[config.mk]
export PLATFORM = sky130hd
export DESIGN_NAME = button_conditioner
export DESIGN_NICKNAME = d
export VERILOG_FILES = /design/src/rtl/button_conditioner.sv
export SDC_FILE = /design/constraint.sdc
export NUM_CORES = 1
export LEC_CHECK = 0
export BUFFER_PORTS_ARGS = -buffer_cell sky130_fd_sc_hd__buf_2
export CORE_MARGIN = 3
export CORE_UTILIZATION = 45
export DETAILED_ROUTE_END_ITERATION = 7
export PLACE_DENSITY = 0.62
export SLEW_MARGIN = 20
export SYNTH_ARGS = -nofsm -noshare
export SYNTH_HDL_FRONTEND = slang
export SYNTH_SLANG_ARGS = --single-unit
[constraint.sdc]
create_clock -name clk -period 2.7 [get_ports clk]
set_clock_uncertainty 0.2 [all_clocks]
set_input_delay 0.135 -clock clk [delete_from_list [all_inputs] [get_ports clk]]
set_output_delay 0.135 -clock clk [all_outputs]
set_load 0.005 [all_outputs]
[src/rtl/button_conditioner.sv]
// button_conditioner: per-button synchronizer, debouncer, press/release pulses and step output.
// Define BTN_AUTOREPEAT_EN to add long-press auto-repeat (repeat FSM, long_hold).
module button_conditioner #(
  parameter int DEBOUNCE_CYCLES = 1000000,
  parameter int REPEAT_DELAY    = 25000000,
  parameter int REPEAT_PERIOD   = 5000000
) (
  input  logic       clk,
  input  logic       rst,
  input  logic [1:0] but_n,
  output logic [1:0] pressed,
  output logic [1:0] press_pulse,
  output logic [1:0] release_pulse,
  output logic [1:0] step,
  output logic [1:0] long_hold
);
  localparam int DW = $clog2(DEBOUNCE_CYCLES + 1);
`ifdef BTN_AUTOREPEAT_EN
  localparam int RMAX = REPEAT_DELAY > REPEAT_PERIOD ? REPEAT_DELAY : REPEAT_PERIOD;
  localparam int RW = $clog2(RMAX + 1);
  typedef enum logic [1:0] {IDLE, DELAY, REPEAT} state_t;
`endif
  for (genvar i = 0; i < 2; i++) begin : g_ch
    logic s1, s2, raw, hit, acc_press, acc_release, fire;
    logic prs, pp, rp, st, lh;
    logic [DW-1:0] deb_cnt;
    assign raw = ~s2;
    assign hit = (raw != prs) && (deb_cnt == DW'(DEBOUNCE_CYCLES - 1));
    assign acc_press = hit & raw;
    assign acc_release = hit & ~raw;
    assign pressed[i] = prs;
    assign press_pulse[i] = pp;
    assign release_pulse[i] = rp;
    assign step[i] = st;
    assign long_hold[i] = lh;
    always_ff @(posedge clk or posedge rst) begin
      if (rst) begin
        s1 <= 1'b1;
        s2 <= 1'b1;
        deb_cnt <= '0;
        prs <= 1'b0;
        pp <= 1'b0;
        rp <= 1'b0;
        st <= 1'b0;
      end else begin
        s1 <= but_n[i];
        s2 <= s1;
        deb_cnt <= (raw == prs || hit) ? '0 : deb_cnt + 1'b1;
        prs <= prs ^ hit;
        pp <= acc_press;
        rp <= acc_release;
        st <= acc_press | fire;
      end
    end
`ifdef BTN_AUTOREPEAT_EN
    state_t state, state_n;
    logic [RW-1:0] rep_cnt, rep_cnt_n;
    logic hold_n;
    always_ff @(posedge clk or posedge rst) begin
      if (rst) begin
        state <= IDLE;
        rep_cnt <= '0;
        lh <= 1'b0;
      end else begin
        state <= state_n;
        rep_cnt <= rep_cnt_n;
        lh <= hold_n;
      end
    end
    // Release wins over a repeat falling on the same cycle.
    always_comb begin
      state_n = state;
      rep_cnt_n = rep_cnt + 1'b1;
      hold_n = lh;
      fire = 1'b0;
      if (acc_release) begin
        state_n = IDLE;
        rep_cnt_n = '0;
        hold_n = 1'b0;
      end else if (state == IDLE) begin
        rep_cnt_n = '0;
        state_n = acc_press ? DELAY : IDLE;
      end else if (state == DELAY && rep_cnt == RW'(REPEAT_DELAY - 1)) begin
        fire = 1'b1;
        hold_n = 1'b1;
        rep_cnt_n = '0;
        state_n = REPEAT;
      end else if (state == REPEAT && rep_cnt == RW'(REPEAT_PERIOD - 1)) begin
        fire = 1'b1;
        rep_cnt_n = '0;
      end
    end
`else
    assign fire = 1'b0;
    assign lh = 1'b0;
`endif
  end
endmodule
After elaboration in Yosys (flattened, before gate mapping)
Index checks and enable logic that the tools add are counted.

Register bits: 50. Word-level logic and storage cells: 34.

Bitwise gates (word level): 8. Reductions and logical operators: 4. Add/subtract/negate cells: 2. Eq/ne operators: 6. Multiplexer cells: 2.

Operators by type and width (count): 20-bit by 1-bit adder with 20-bit output (second input constant) (2); 20-bit equality test (second input constant) (2); 20-bit two-way mux (2); 1-bit bitwise AND (4); 1-bit equality test (2); 1-bit logical AND (2); 1-bit logical OR (2); 1-bit inequality test (2); 1-bit NOT (2); 1-bit bitwise XOR (2).

Logic depth before layout (Yosys ltp)
Depth after elaboration: 5. Mapped depth: 6. Mapped depth without buffers: 5.

Least setup slack after synthesis
No wires, ideal clock.

Kind: register to register. Start point: register g_ch[1].deb_cnt[0]. End point: register g_ch[1].deb_cnt[10]. Arrival: 1668 ps. Period minus slack after synthesis: 1990 ps. Data required time: 2379 ps. Slack: 710 ps. Cell stages (with the launch flop): 7. Cells stage by stage: dfrtp_1 ha_1 nand3_1 or2_0 o21ai_2 buf_2 nor2_1.

Cells in the longest elaborated chain, start to end: 4. Elaborated cells on any way between the ends: 5. Classes of those cells: add/sub: 1; eq/ne: 1; mux: 1; reduce/logical: 2.

Ends and longest elaborated chain: start: declaration (line 26) `logic [DW-1:0] deb_cnt;`; start signal: assignment (line 48) `deb_cnt <= (raw == prs || hit) ? '0 : deb_cnt + 1'b1;`; parallel branches: the longest is 3 deep, another holds 20-bit by 1-bit adder with 20-bit output; 20-bit two-way mux (*) (line 48).

Mark *: on every way between the ends.

Worst setup path in the final report
Start point: register g_ch[1].deb_cnt[0]. End point: register g_ch[1].deb_cnt[1].

The elaborated chain is that of the path after synthesis.

==> results.txt <==
Ports: 14
number of distinct standard cells referenced by the synthesized netlist: 35
count of non-filler cells in the finished layout: 330
part of the power in registers: 61.3%
Placed Instances: 319
Via density: 5.27
drt first-iter violations: 109
fraction of registers with async set or reset after synthesis: 100%
Buffers & Inverters on Critical Path: 0
area of the die: 0.00630 mm2
Starting Density: 46.8%
Post-synth top flop: sky130_fd_sc_hd__dfrtp_1
antenna violations before repair: 0
Horiz. Die Dim: 79.4 um
clock tree from TritonCTS: yes
count of buffers added by post-CTS timing repair for setup: 0
filler cell count in the final layout: 462
number of buffers created by CTS: 5
fraction of layout cells with a size suffix above 1: 13.5%
sum of met3 wire segment lengths after detailed routing: 155 um
Pins Over Slew Limit: 0
core outline area: 0.00517 mm2
Yosys warning total: 0
global route total overflow: 0
number of maximum-capacitance constraint violations: 0
number of detailed-route iterations in the first pass: 4
cell family with most CP delay: simple AND/OR/NAND/NOR gates
largest incremental delay on the critical path: 460 ps
number of nets still failing antenna checks after routing: 0
part of the Yosys area used for sequential elements: 51.9%
WL final: 4370 um
power density over cell area: 479 mW/mm2
final setup violation count: 0
worst-case headroom to the max-slew limit: 62.1%
number of antenna repair diodes: 0
via count of the routed design: 1738
count of clock tree sinks: 50
class of the tightest hold or removal check: flop to flop
count of nets after finishing: 265
wire length on met1: 2310 um
measured slew at the worst slew-check pin: 564 ps
wire length of the first global-routing pass: 7580 um
internal power summed over all cells: 987 uW
share of power burned in the clock network: 34.7%
port buffer count: 11
total length of routed met2 wires: 1880 um
clock-pin transition on the worst setup and hold timing paths: 90 ps
Critical Path RT: 2690 ps
maximum operating frequency: 457 MHz
average wire per cell in the routed design: 13.3 um
flip-flop and latch count after synthesis: 50
Top Metal Used: met4
arrival time of the worst setup path: 2180 ps
logic gate share of total power: 4.0%
half-perimeter wire length after placement: 3050 um
Clock Latency Late Sink: 300 ps
Area growth syn-to-layout: 8.73%
Final Hold Fails: 0
path type of the worst setup path: flop to flop
outcome: finished, final reports clean
global placer's final weighted congestion: 0.733
Gate Count Post-Synth: 246
combined area of all synthesized cells: 0.00242 mm2
total power consumption of the routed design: 1.26 mW
cell row count: 26
number of H-tree branching levels: 2
maximum VDD drop: 0.171 mV
DRC violations left: 0
minimum period implied by the final worst setup slack: 2190 ps
Lkg Pwr: 1.07 nW
number of synthesized flops with an enable pin: 0
overall global routing resource usage: 15.3%
critical path, cell by cell: ha_1 -> nand3_1 -> or2_0 -> or3_1 -> and3_1
Net Switching: 275 uW
setup tns final: 0 ps
highest net fanout along the worst path: 7
critical path's slowest cell: sky130_fd_sc_hd__or3_1
critical path startpoint category: flop
root buffer selected by CTS: sky130_fd_sc_hd__clkbuf_8
number of global-route vias before repair: 1623
fraction of the cycle the final worst path needs: 81.1%
kind of end point of the critical path: flop
chip height: 79.4 um
net switching share of the total power: 21.8%
maximum clock path buffer count: 2
setup repair after global routing missed its margin: no
Post-Syn Area per Cell: 9.85 um2
pin count of the biggest net entering global routing: 27
[power by group through the flow]
stage	clock network, mW	logic [mW]	registers [mW]
finish	0.437	0.0509	0.773
global route	0.487	0.0590	0.775
global placement	0	0.0486	0.787
detailed placement	0	0.0485	0.787
floorplan	0	0.0328	0.784
CTS	0.458	0.0522	0.773
[layer usage]
layer  global-route usage (%)  vias up
li1                         -      876
met1                     22.3      826
met5                        0        -
met3                     4.40        4
met4                     4.12        0
met2                     22.1       32
[cell usage in the layout (no fill, tap or decap), types with 2 or more instances in the layout]
cell type                        n
sky130_fd_sc_hd__a21oi_1        10
sky130_fd_sc_hd__and3_1          6
sky130_fd_sc_hd__buf_2          11
sky130_fd_sc_hd__buf_4           6
sky130_fd_sc_hd__clkbuf_8        6
sky130_fd_sc_hd__conb_1          2
sky130_fd_sc_hd__dfrtp_1        46
sky130_fd_sc_hd__dfstp_2         4
sky130_fd_sc_hd__dlygate4sd3_1   3
sky130_fd_sc_hd__ha_1            2
sky130_fd_sc_hd__inv_1           6
sky130_fd_sc_hd__nand2_1        17
sky130_fd_sc_hd__nand3_1        15
sky130_fd_sc_hd__nand4_1         8
sky130_fd_sc_hd__nor2_1         31
sky130_fd_sc_hd__nor3_1          7
sky130_fd_sc_hd__nor4_1         10
sky130_fd_sc_hd__o21ai_0        10
sky130_fd_sc_hd__o31ai_1         3
sky130_fd_sc_hd__or3_1           9
sky130_fd_sc_hd__or4_1           4
sky130_fd_sc_hd__xnor2_1        18
sky130_fd_sc_hd__xor2_1         10
[synth_stat cells (4+ instances only)]
cell type	number	share of area, %
sky130_fd_sc_hd__dfrtp_1	46	48
sky130_fd_sc_hd__nor2_1	31	4.8
sky130_fd_sc_hd__xnor2_1	18	6.5
sky130_fd_sc_hd__nand2_1	17	2.6
sky130_fd_sc_hd__nand3_1	15	3.1
sky130_fd_sc_hd__buf_4	11	3.4
sky130_fd_sc_hd__a21oi_1	10	2.1
sky130_fd_sc_hd__nor4_1	10	2.6
sky130_fd_sc_hd__o21ai_0	10	2.1
sky130_fd_sc_hd__xor2_1	10	3.6
sky130_fd_sc_hd__or3_1	9	2.3
sky130_fd_sc_hd__nand4_1	8	2.1
sky130_fd_sc_hd__inv_1	7	1.1
sky130_fd_sc_hd__nor3_1	7	1.4
sky130_fd_sc_hd__and3_1	6	1.5
sky130_fd_sc_hd__dfstp_2	4	4.3
sky130_fd_sc_hd__or4_1	4	1.2
[layout make-up]
class                           instances  area [um2]  area share (%)
Sequential cell                        50        1260            47.7
Multi-Input combinational cell        175        1040            39.6
Timing Repair Buffer                   20         130            4.94
Tap cell                               70        87.6            3.33
Clock buffer                            7        86.3            3.28
Inverter                                7        26.3           0.998
Clock inverter                          1        5.00           0.190
[timing repair]
item / 4_1_cts / 5_1_grt
setup endpoints to repair: 0 / 0
endpoints found under the hold margin: 24 / 0
gates resized for setup: 0 / 0
hold buffers: 3 / 0
[sequential cells by signal (all words and copies together) (netlist names), named ones only]
signal	count
g_ch.rp	2
g_ch.deb_cnt	40
g_ch.st	1
g_ch.s2	2
g_ch.s1	2
g_ch.pp	1
g_ch.prs	1
[worst paths after layout]
kind                       depth (start not counted)                          from  slack [ps]                      endpoint
setup / recovery                                   5  g_ch[1].deb_cnt[0]$_DFF_PP0_         510  g_ch[1].deb_cnt[1]$_DFF_PP0_
max in group asynchronous                          4                           rst        1430          g_ch[0].s2$_DFF_PP1_
setup reg to reg                                   5  g_ch[1].deb_cnt[0]$_DFF_PP0_         510  g_ch[1].deb_cnt[1]$_DFF_PP0_
hold / removal                                     0          g_ch[1].s1$_DFF_PP1_         160          g_ch[1].s2$_DFF_PP1_
min in group asynchronous                          3                           rst         220  g_ch[1].deb_cnt[2]$_DFF_PP0_
hold reg to reg                                    0          g_ch[1].s1$_DFF_PP1_         160          g_ch[1].s2$_DFF_PP1_
[cells by family after synthesis]
| logic type | count (synthesis) | synth area share, % |
|---|---|---|
| AO/OA/AOI/OAI | 26 | 5.99 |
| XOR/XNOR | 28 | 10.1 |
| adder cells (fa/ha/maj) | 2 | 1.03 |
| buffers and inverters | 22 | 5.27 |
| flip-flops | 50 | 51.9 |
| other | 1 | 0.155 |
| AND/OR/NAND/NOR | 117 | 25.6 |
[per-stage QoR]
stage / hold WS (ps) / util, % / setup slack [ps] / instance area [um2]
CTS: 163 / 50.9 / 526 / 2630
detailed placement: 10.8 / 48.6 / 531 / 2510
global route: 170 / 50.9 / 371 / 2630
floorplan: -60.5 / - / 710 / 2430
finish: 160 / 50.9 / 510 / 2630
global placement: 3.96 / 48.6 / 628 / 2510
(Power assumes the default switching activity.)
